### config.mk
export PLATFORM = sky130hd
export DESIGN_NAME = clz_denorm_flat
export DESIGN_NICKNAME = d
export VERILOG_FILES = /design/src/rtl/clz_denorm_if.sv /design/src/rtl/clz_denorm.sv /design/src/flat_wrapper.sv
export SDC_FILE = /design/constraint.sdc
export NUM_CORES = 1
export LEC_CHECK = 0
export CAP_MARGIN = 10
export CORE_MARGIN = 2
export CORE_UTILIZATION = 48
export DETAILED_ROUTE_END_ITERATION = 12
export GPL_TIMING_DRIVEN = 1
export PLACE_DENSITY = 0.77
export REMOVE_ABC_BUFFERS = 1
export SETUP_SLACK_MARGIN = 0.02
export SYNTH_ARGS = -nofsm -noshare
export SYNTH_HDL_FRONTEND = slang
export SYNTH_SLANG_ARGS = --single-unit
### constraint.sdc
create_clock -name clk -period 1.4 [get_ports clk]
set_input_delay 0.28 -clock clk [delete_from_list [all_inputs] [get_ports clk]]
set_output_delay 0.28 -clock clk [all_outputs]
set_load 0.01 [all_outputs]
### src/rtl/clz_denorm_if.sv
// Handshake bundle for clz_denorm: word/count in, reconstructed word out.
// out_sticky exists only when CLZ_DENORM_STICKY_EN is defined.
interface clz_denorm_if #(
  parameter int WIDTH = 32,
  parameter int CNT_W = 6
);
  logic             in_valid;
  logic             in_ready;
  logic [WIDTH-1:0] in_norm;
  logic [CNT_W-1:0] in_cnt;
  logic             out_valid;
  logic             out_ready;
  logic [WIDTH-1:0] out_data;
  logic             out_err;
`ifdef CLZ_DENORM_STICKY_EN
  logic             out_sticky;
`endif

  // Producer/consumer side (testbench or upstream logic)
  modport master (
    output in_valid, in_norm, in_cnt, out_ready,
    input  in_ready, out_valid, out_data, out_err
`ifdef CLZ_DENORM_STICKY_EN
    , input out_sticky
`endif
  );

  // Shifter side
  modport slave (
    input  in_valid, in_norm, in_cnt, out_ready,
    output in_ready, out_valid, out_data, out_err
`ifdef CLZ_DENORM_STICKY_EN
    , output out_sticky
`endif
  );
endinterface

### src/rtl/clz_denorm.sv
// Two-stage denormalizer: out_data = in_norm >> in_cnt, coarse byte shift then fine bit shift.
// Optional CLZ_DENORM_STICKY_EN adds out_sticky (OR of all bits shifted out).
module clz_denorm #(
  parameter int WIDTH = 32,
  parameter int CNT_W = 6
) (
  input  logic           clk,
  input  logic           rst_n,
  clz_denorm_if.slave    bus
);

  localparam int NLVL = 3;

  logic [CNT_W-1:0] cnt;
  logic [WIDTH-1:0] norm;

  logic             s1_valid_reg;
  logic [WIDTH-1:0] s1_data_reg;
  logic [2:0]       s1_fine_reg;
  logic             s1_err_reg;

  logic             s2_valid_reg;
  logic [WIDTH-1:0] s2_data_reg;
  logic             s2_err_reg;

  logic             s2_advance;
  logic             s1_advance;
  logic             in_err;
  logic             cnt_is_full;
  logic             cnt_over;

  assign cnt  = bus.in_cnt;
  assign norm = bus.in_norm;

  // Each stage may load whenever the stage ahead of it can make room this cycle.
  assign s2_advance = !s2_valid_reg || bus.out_ready;
  assign s1_advance = !s1_valid_reg || s2_advance;
  assign bus.in_ready = s1_advance;

  // Consistency check between normalized word and claimed count.
  assign cnt_is_full = (cnt == CNT_W'(WIDTH));
  assign cnt_over    = (cnt >  CNT_W'(WIDTH));
  assign in_err = cnt_over
                | (cnt_is_full & (|norm))
                | (!cnt_over & !cnt_is_full & !norm[WIDTH-1]);

  // Coarse shifter: levels of 8, 16, 32 bits driven by cnt[3], cnt[4], cnt[5].
  logic [WIDTH-1:0] coarse [0:NLVL];
  assign coarse[0] = norm;

  genvar gi;
  generate
    for (gi = 0; gi < NLVL; gi++) begin : g_coarse
      localparam int SH = 8 << gi;
      if (SH < WIDTH) begin : g_part
        assign coarse[gi+1] = cnt[3+gi] ? (coarse[gi] >> SH) : coarse[gi];
      end else begin : g_all
        assign coarse[gi+1] = cnt[3+gi] ? '0 : coarse[gi];
      end
    end
  endgenerate

  // Fine shifter: levels of 1, 2, 4 bits driven by the registered low count bits.
  logic [WIDTH-1:0] fine [0:NLVL];
  assign fine[0] = s1_data_reg;

  generate
    for (gi = 0; gi < NLVL; gi++) begin : g_fine
      localparam int SH = 1 << gi;
      assign fine[gi+1] = s1_fine_reg[gi] ? (fine[gi] >> SH) : fine[gi];
    end
  endgenerate

`ifdef CLZ_DENORM_STICKY_EN
  // Bits lost at each shifter level; the union is the sticky bit.
  logic [NLVL-1:0] coarse_lost;
  logic [NLVL-1:0] fine_lost;
  logic            s1_sticky_reg;
  logic            s2_sticky_reg;

  generate
    for (gi = 0; gi < NLVL; gi++) begin : g_coarse_lost
      localparam int SH = 8 << gi;
      if (SH < WIDTH) begin : g_part
        assign coarse_lost[gi] = cnt[3+gi] & (|coarse[gi][SH-1:0]);
      end else begin : g_all
        assign coarse_lost[gi] = cnt[3+gi] & (|coarse[gi]);
      end
    end
    for (gi = 0; gi < NLVL; gi++) begin : g_fine_lost
      localparam int SH = 1 << gi;
      assign fine_lost[gi] = s1_fine_reg[gi] & (|fine[gi][SH-1:0]);
    end
  endgenerate

  always_ff @(posedge clk) begin
    if (!rst_n) begin
      s1_sticky_reg <= 1'b0;
      s2_sticky_reg <= 1'b0;
    end else begin
      if (s1_advance && bus.in_valid) begin
        s1_sticky_reg <= |coarse_lost;
      end
      if (s2_advance && s1_valid_reg) begin
        s2_sticky_reg <= s1_sticky_reg | (|fine_lost);
      end
    end
  end

  assign bus.out_sticky = s2_sticky_reg;
`endif

  // Stage 1: coarse-shifted word, residual fine count, error flag.
  always_ff @(posedge clk) begin
    if (!rst_n) begin
      s1_valid_reg <= 1'b0;
      s1_data_reg  <= '0;
      s1_fine_reg  <= '0;
      s1_err_reg   <= 1'b0;
    end else if (s1_advance) begin
      s1_valid_reg <= bus.in_valid;
      if (bus.in_valid) begin
        s1_data_reg <= coarse[NLVL];
        s1_fine_reg <= cnt[2:0];
        s1_err_reg  <= in_err;
      end
    end
  end

  // Stage 2: result registers; held unchanged while the consumer stalls.
  always_ff @(posedge clk) begin
    if (!rst_n) begin
      s2_valid_reg <= 1'b0;
      s2_data_reg  <= '0;
      s2_err_reg   <= 1'b0;
    end else if (s2_advance) begin
      s2_valid_reg <= s1_valid_reg;
      if (s1_valid_reg) begin
        s2_data_reg <= fine[NLVL];
        s2_err_reg  <= s1_err_reg;
      end
    end
  end

  assign bus.out_valid = s2_valid_reg;
  assign bus.out_data  = s2_data_reg;
  assign bus.out_err   = s2_err_reg;

endmodule

### src/flat_wrapper.sv
// flat-port wrapper written by rule: the top's interface ports become plain ports
module clz_denorm_flat 
#(
  parameter int WIDTH = 32,
  parameter int CNT_W = 6
)
  (clk, rst_n, bus_in_valid, bus_in_norm, bus_in_cnt, bus_out_ready, bus_in_ready, bus_out_valid, bus_out_data, bus_out_err);
  clz_denorm_if #(.WIDTH(WIDTH), .CNT_W(CNT_W)) bus_i ();
  input  logic clk;
  input  logic rst_n;
  input wire logic [$bits(bus_i.in_valid)-1:0] bus_in_valid;
  input wire logic [$bits(bus_i.in_norm)-1:0] bus_in_norm;
  input wire logic [$bits(bus_i.in_cnt)-1:0] bus_in_cnt;
  input wire logic [$bits(bus_i.out_ready)-1:0] bus_out_ready;
  output wire logic [$bits(bus_i.in_ready)-1:0] bus_in_ready;
  output wire logic [$bits(bus_i.out_valid)-1:0] bus_out_valid;
  output wire logic [$bits(bus_i.out_data)-1:0] bus_out_data;
  output wire logic [$bits(bus_i.out_err)-1:0] bus_out_err;
  assign bus_i.in_valid = bus_in_valid;
  assign bus_i.in_norm = bus_in_norm;
  assign bus_i.in_cnt = bus_in_cnt;
  assign bus_i.out_ready = bus_out_ready;
  assign bus_in_ready = bus_i.in_ready;
  assign bus_out_valid = bus_i.out_valid;
  assign bus_out_data = bus_i.out_data;
  assign bus_out_err = bus_i.out_err;
  clz_denorm #(.WIDTH(WIDTH), .CNT_W(CNT_W)) u_core (.clk(clk), .rst_n(rst_n), .bus(bus_i));
endmodule
# [Word-level counts from Yosys, hierarchy flattened]
# Index checks and enable logic that the tools add are counted.
[word_totals] regBits=71 input_bits=42 out_inout_bits=35
[classes] n_lt_le_gt_ge=1 eq_ne=1 muxes=6 bitwise=5 reduce_logical=10
[op_table] op="$mux W32" count=6
[op_table] op="$reduce_or A32 Y1" count=1
[op_table] op="$eq A6 B6 Y1 const B" count=1
[op_table] op="$gt A6 B6 Y1 const B" count=1
[op_table] op="$logic_not A1 Y1" count=5
[op_table] op="$reduce_and A2 Y1" count=2
[op_table] op="$and A1 B1 Y1" count=3
[op_table] op="$logic_or A1 B1 Y1" count=2
[op_table] op="$or A1 B1 Y1" count=2

# [Logic depth before layout (Yosys ltp)]
# Gate-level depths: netlist of the first run.
[logic_depth] depth_word=5 mapped_depth=6

# [Worst setup path before layout of the first run]
# OpenSTA, ideal clock, no wires.
[synth_path] path_type="flip-flop to flip-flop" startpoint="register u_core.s1_fine_reg[0]" endpoint="register u_core.s2_data_reg[27] (netlist: u_core.bus.out_data[27])" setup_time_ns=0.120 t_arrival_ns=1.313 slack_ns=-0.033 path_stages_with_launch=6 n_path_buf=1 cell_sequence="dfxtp_1 -> buf_6 -> mux4_2 -> nor2b_4 -> a311oi_2 -> nor2_1"
[synth_via] elab_chain_cells=3
[synth_lines] item="start: declaration" line_no="clz_denorm.sv:19" source="logic [2:0] s1_fine_reg;"
[synth_lines] item="start signal: assignment" line_no="clz_denorm.sv:124" source="s1_fine_reg <= cnt[2:0];"
[synth_lines] item="$mux W32 (3 in a row)" line_no="clz_denorm.sv:70" source="assign fine[gi+1] = s1_fine_reg[gi] ? (fine[gi] >> SH) : fine[gi];"
[synth_lines] item="end signal: assignment" line_no="clz_denorm.sv:139" source="s2_data_reg <= fine[NLVL];"
[synth_lines] item="end: declaration" line_no="clz_denorm.sv:23" source="logic [WIDTH-1:0] s2_data_reg;"
# No other way between the ends.
# A chain may end at the register's enable or synchronous reset.

# [Final worst setup path of the first run]
[layout_path] startpoint="register u_core.s1_fine_reg[0]" endpoint="register u_core.s2_data_reg[26] (netlist: u_core.bus.out_data[26])"
# The elaborated chain is that of the path after synthesis.

==> impl_metrics.env, run 1 <==
export IMPL_fp_dieArea_um2=9427
export IMPL_yosysSeqAreaShare_pct=34.17
export IMPL_power_frac_comb_pct=27.4
export IMPL_violations="negative setup slack"
export IMPL_cp_buffers_inverters=2
export IMPL_required_ns=1.66
export IMPL_cp_top_family="multiplexers"
export IMPL_reg2reg_slack_ns=-0.12
export IMPL_fp_dieW_um=97.10
export IMPL_postCtsHoldBufs=0
export IMPL_min_to="u_core.bus.out_valid$_SDFFE_PN0P_"
export IMPL_area_growth_synth_to_final_pct=66.98
export IMPL_wl_per_cell_um=24.71
export IMPL_synth_edff_count=0
export IMPL_crit_slowest_cell="mux4_2"
export IMPL_p_int_uw=4042
export IMPL_final_core_util_pct=83.70
export IMPL_synth_area_um2=4160
export IMPL_fin_worst_skew_ns=0.006096
export IMPL_antenna_found_initial=0
export IMPL_critPathCaptureType="flip-flop"
export IMPL_cts_sinks=71
export IMPL_swShare_pct=29.02
export IMPL_fin_hold_ws_ns=0.4358
export IMPL_ir_drop_mv=0.8216
export IMPL_clk_root_buffer_cell="clkbuf_8"
export IMPL_grt_first_pass_wirelength_mm=21.89
export IMPL_worst_setup_path_type="reg2reg"
export IMPL_cts_tree="yes"
export IMPL_grt_max_degree=44
export IMPL_port_buffer_count=76
export IMPL_gp_congestion=0.9284
export IMPL_coreArea_um2=8299
export IMPL_die_y_um=97.10
export IMPL_rr_startpoint="u_core.s1_fine_reg[0]$_SDFFE_PN0P_"
export IMPL_clk_latency_ns=0.37
export IMPL_hold_path_class="in2reg"
export IMPL_setup_viol_count_final=25
export IMPL_vias=4689
export IMPL_r2r_cells=5
export IMPL_hold_viol=0
export IMPL_maxCapViolCount=0
export IMPL_antenna_cells=0
export IMPL_setup_slack_ns=-0.1207
export IMPL_nets=641
export IMPL_startpoint_type="flip-flop"
export IMPL_antenna_left=0
export IMPL_rsz0062_at_grt="true"
export IMPL_ys_types=46
export IMPL_routed_wl_mm=17.52
export IMPL_syn_avg_cell_area_um2=9.391
export IMPL_power_frac_clock_pct=33.8
export IMPL_finalMaxSlewViolations=0
export IMPL_start_util_pct=50.13
export IMPL_crit_fanout=6
export IMPL_cts_max_path_buffers=2
export IMPL_rows=33
export IMPL_via_per_inst=6.614
export IMPL_cts_buffers_inserted=9
export IMPL_max_freq_mhz=657.6
export IMPL_worstPathCellList="buf_12, buf_8, mux4_2, mux2i_1, a21oi_1"
export IMPL_yosys_warnings=0
export IMPL_async_flop_share_pct=0
export IMPL_firstDrtPassIters=5
export IMPL_p_seq_share_pct=38.7
export IMPL_syn_inst=443
export IMPL_htree_levels=3
export IMPL_final_layout_size_suffix_gt1_share_pct=42.05
export IMPL_dpl_cell_area_um2=5448
export IMPL_cpPeakStageDelay_ns=0.49
export IMPL_postLayoutCellArea_um2=6947
export IMPL_powerDensity_nw_per_um2=819.8
export IMPL_tightest_slew_ns=0.4182
export IMPL_synth_seq_cells=71
export IMPL_cts_clk_slew_worst_paths_ns=0.08
export IMPL_grt_usage_pct=28.76
export IMPL_p_leak_uw=0.002790
export IMPL_cp_arrival_ns=1.78
export IMPL_fillers=402
export IMPL_status="complete, but fails checks"
export IMPL_overflow=0
export IMPL_grt_pass1_vias=4202
export IMPL_p_sw_uw=1653
export IMPL_worst_r2r_endpoint="u_core.bus.out_data[26]$_SDFFE_PN0P_"
export IMPL_num_io_pins=77
export IMPL_dp_hpwl_mm=8.897
export IMPL_min_period_over_period_pct=108.6
export IMPL_synthFlopType="dfxtp_1"
export IMPL_drc_errors=0
export IMPL_min_from="bus_out_ready"
export IMPL_worstHoldPathCells=3
export IMPL_slew_headroom_pct=71.87
export IMPL_fin_crit_ns=1.521
export IMPL_drt_iter0_markers=559
[Yosys cell counts (all sizes together) (4+ instances only)]
master,number,share of area [%]
a211o,10,2.1
a21boi,24,4.3
a21oi,4,0.48
a221oi,20,4.2
a22oi,10,1.8
a32oi,9,1.9
buf,27,4.7
clkbuf,13,1.2
dfxtp,71,34
mux2,26,7.0
mux2i,44,11
mux4,6,3.6
nand2,47,4.3
nand3,8,0.96
nor2,8,0.90
nor2b,29,4.5
nor4,9,1.4
o21ai,27,3.2
o22ai,14,2.1
or3,9,1.4
[cells by family (layout without fill, tap and decap cells)]
family / count (synthesis) / count (layout) / share of synthesized area [%]
compound gates: 125 / 125 / 21.83
buf+inv: 43 / 203 / 6.105
flops: 71 / 71 / 34.17
mux: 76 / 76 / 21.23
simple gates: 128 / 129 / 16.66
[power by group through the flow]
stage | Clock, uW | Sequential, uW | Combinational (uW)
floorplan | 0 | 2280 | 397
global placement | 0 | 2220 | 1060
detailed placement | 0 | 2230 | 1070
CTS | 1890 | 2190 | 1220
global route | 1990 | 2210 | 1620
finish | 1930 | 2200 | 1560
[routing by layer]
| metal | wire length [um] | global-route usage (%) |
|---|---|---|
| met2 | 8447 | 48.88 |
| met4 | 995 | 7.801 |
| met5 | 0 | 0 |
| met3 | 1660 | 6.331 |
| met1 | 6413 | 36.96 |
[cell usage in the layout, fill, tap and decap left out, types with 13 or more instances in the layout]
cell type / instances
dfxtp_1: 66
mux2i_1: 22
mux2i_4: 13
mux2_4: 20
nor2b_1: 27
nand2_1: 45
clkdlybuf4s50_1: 37
dlygate4sd2_1: 36
buf_4: 68
buf_12: 17
a221oi_2: 16
[cell type report]
type	instances	area, um2	area share, %
clock buffers	11	151.4	2.179
clock inverters	5	80.08	1.153
inverters	3	11.26	0.1621
multi-input cells	330	3144	45.26
flip-flops and latches	71	1435	20.66
well taps	105	131.4	1.891
repair buffers	184	1993	28.69
[per-stage QoR]
stage	power (uW)	setup WS [ns]	instances	TNS, ns
global route	5826	-0.1669	709	-2.431
finish	5695	-0.1207	709	-1.039
CTS	5307	-0.1102	685	-0.3929
floorplan	2675	-0.7808	403	-20.45
global placement	3280	-0.6526	654	-29.40
detailed placement	3302	-0.7587	654	-32.26
[worst max path at each step]
| stage | startpoint | to | slack [ns] | cells after the start |
|---|---|---|---|---|
| floorplan | u_core.s1_fine_reg[1]$_SDFFE_PN0P_ | u_core.bus.out_data[27]$_SDFFE_PN0P_ | -0.78 | 4 |
| global placement | bus_out_ready | u_core.s1_data_reg[1]$_SDFFE_PN0P_ | -0.65 | 5 |
| detailed placement | bus_out_ready | u_core.s1_data_reg[0]$_SDFFE_PN0P_ | -0.76 | 5 |
| CTS | u_core.s1_fine_reg[0]$_SDFFE_PN0P_ | u_core.bus.out_data[26]$_SDFFE_PN0P_ | -0.11 | 5 |
| global route | u_core.s1_fine_reg[0]$_SDFFE_PN0P_ | u_core.bus.out_data[26]$_SDFFE_PN0P_ | -0.17 | 5 |
| finish | u_core.s1_fine_reg[0]$_SDFFE_PN0P_ | u_core.bus.out_data[26]$_SDFFE_PN0P_ | -0.12 | 5 |
[worst reg2reg max path: stages, from the launching register on]
cell	delay, ns
dfxtp_4	0.41
buf_12	0.14
buf_8	0.11
mux4_2	0.49
mux2i_1	0.18
a21oi_1	0.08
[timing repair]
item                                    CTS  global route
endpoints found under the setup margin   99            50
gates resized for setup                 121           116
gates cloned                              6             7
pin swaps                                20            17
buffers inserted                          9            18
Power figures use the tool's default switching activity.
==> inputs of run 2 (changes only) <==
CORE_MARGIN = 1   (was 2)
HOLD_SLACK_MARGIN = 0.15   (was unset)
==> run 2 against run 1 <==
Effect of this change: the run still ends with negative setup slack left; count of clock-buffer cells in the layout rose by 3; via count decreased by 10%; setup slack improved by 0.062 ns; non-clock buffer count down 27; largest power group unchanged; critical path type unchanged; power down 3.6%; largest cell class unchanged; sequential power is essentially flat; critical path depth shrank 1; global-route usage is 0.96 points higher; sequential share of layout area grew 1.5 points; combinational power shrank 15%; wire length down 20%; die area is 4.1% lower.
==> impl_metrics.env, run 2 (synthesized netlist as in run 1, its figures left out) <==
export IMPL_status="complete, but fails checks"
export IMPL_violations="negative setup slack"
export IMPL_setup_slack_ns=-0.05882
export IMPL_worstSetupStartpoint="u_core.s1_fine_reg[0]$_SDFFE_PN0P_"
export IMPL_cts_sinks=71
export IMPL_vias=4220
export IMPL_fp_dieW_um=95.10
export IMPL_clk_root_buffer_cell="clkbuf_8"
export IMPL_grt_first_pass_wirelength_mm=20.46
export IMPL_hold_viol=0
export IMPL_fp_dieArea_um2=9043
export IMPL_swShare_pct=26.74
export IMPL_dpl_cell_area_um2=5460
export IMPL_seq_area_um2=1435
export IMPL_port_buffer_count=76
export IMPL_nets=613
export IMPL_dp_slack_ns=-0.7421
export IMPL_num_io_pins=77
export IMPL_tightest_slew_ns=0.3227
export IMPL_finalSetupTns_ns=-0.2063
export IMPL_clk_latency_ns=0.36
export IMPL_cp_arrival_ns=1.71
export IMPL_fin_worst_skew_ns=0.008371
export IMPL_routed_wl_mm=14.09
export IMPL_drt_iter0_markers=306
export IMPL_htree_levels=3
export IMPL_area_growth_synth_to_final_pct=55.37
export IMPL_p_leak_uw=0.002582
export IMPL_grt_usage_pct=29.72
export IMPL_p_seq_share_pct=40.1
export IMPL_power_frac_comb_pct=24.1
export IMPL_gp_congestion=0.9064
export IMPL_start_util_pct=50.13
export IMPL_min_period_over_period_pct=104.2
export IMPL_antenna_left=0
export IMPL_max_freq_mhz=685.5
export IMPL_die_y_um=95.10
export IMPL_postLayoutCellArea_um2=6464
export IMPL_setup_viol_count_final=15
export IMPL_place_inst=654
export IMPL_startpoint_type="flip-flop"
export IMPL_overflow=0
export IMPL_cts_max_path_buffers=2
export IMPL_fillers=538
export IMPL_cts_clk_slew_worst_paths_ns=0.07
export IMPL_fin_crit_ns=1.459
export IMPL_wl_per_cell_um=20.69
export IMPL_power_frac_clock_pct=35.8
export IMPL_grt_pass1_vias=4053
export IMPL_firstDrtPassIters=5
export IMPL_via_per_inst=6.197
export IMPL_critPathCaptureType="flip-flop"
export IMPL_slew_headroom_pct=77.87
export IMPL_rows=33
export IMPL_fin_cells=681
export IMPL_cts_buffers_inserted=9
export IMPL_finalMaxSlewViolations=0
export IMPL_fin_hold_ws_ns=0.3035
export IMPL_drc_errors=0
export IMPL_crit_fanout=8
export IMPL_grt_max_degree=44
export IMPL_multiInputGateArea_um2=3042
export IMPL_rsz0062_at_grt="true"
export IMPL_final_common_cell="dfxtp_1"
export IMPL_worst_setup_path_type="reg2reg"
export IMPL_final_cell_mix="66 x dfxtp_1, 56 x buf_4, 45 x nand2_1, 36 x dlygate4sd2_1, 35 x clkdlybuf4s50_1"
export IMPL_coreArea_um2=8299
export IMPL_p_sw_uw=1468
export IMPL_powerDensity_nw_per_um2=849.4
export IMPL_ir_drop_mv=0.5273
export IMPL_rr_startpoint="u_core.s1_fine_reg[0]$_SDFFE_PN0P_"
export IMPL_antenna_found_initial=0
export IMPL_p_int_uw=4022
export IMPL_cts_tree="yes"
export IMPL_required_ns=1.65
export IMPL_maxCapViolCount=0
export IMPL_min_from="bus_out_ready"
export IMPL_hold_path_class="in2reg"
export IMPL_final_layout_size_suffix_gt1_share_pct=36.11
export IMPL_antenna_cells=0
export IMPL_dp_hpwl_mm=8.966
run 2: routing by layer:
metal  GRT usage [%]  wire length, um  up-vias
met2           50.60             7356      167
met3           5.742              805       34
met1           36.42             5533     2075
li1                -                -     1944
met5               0                0        -
met4           12.63              392        0
run 2: worst paths after layout:
kind	end	slack, ns	depth (start not counted)
max	u_core.bus.out_data[1]$_SDFFE_PN0P_	-0.06	4
min	u_core.bus.out_valid$_SDFFE_PN0P_	0.30	3
max reg2reg	u_core.bus.out_data[1]$_SDFFE_PN0P_	-0.06	4
min reg2reg	u_core.bus.out_data[25]$_SDFFE_PN0P_	0.46	2
run 2: worst max-delay path, cell delays in order, from the launching register on:
cell and delay [ns]:
dfxtp_4 0.39, buf_12 0.13, mux4_2 0.53, mux2i_4 0.22
a21oi_2 0.07
run 2: through the flow:
stage          util (%)  total power (uW)
2_1_floorplan         -              2675
3_3_place_gp      65.79              3285
3_5_place_dp      65.79              3308
4_1_cts           72.83              5339
5_1_grt           77.88              5674
6_report          77.88              5490
run 2: final cells by class:
type                    count  area share, %
clock buffers              14          2.826
inverters                   3         0.1742
clock inverters             2         0.9292
repair buffers            157          24.78
well taps                 105          2.033
multi-input cells         329          47.06
flip-flops and latches     71          22.20
run 2: power groups by stage:
stage	Combinational, uW	Clock (uW)	Sequential (uW)
floorplan	397	0	2280
global placement	1050	0	2230
detailed placement	1080	0	2230
CTS	1180	1970	2190
global route	1400	2060	2210
finish	1330	1970	2200
run 2: repair_timing:
| action | 4_1_cts | 5_1_grt |
|---|---|---|
| setup buffers | 4 | 3 |
| endpoints found under the hold margin | 0 | 0 |
| gates resized for setup | 111 | 71 |
| pin swaps | 13 | 22 |
| endpoints found under the setup margin | 100 | 45 |
| hold buffers | 0 | 0 |
| gates cloned | 2 | 4 |
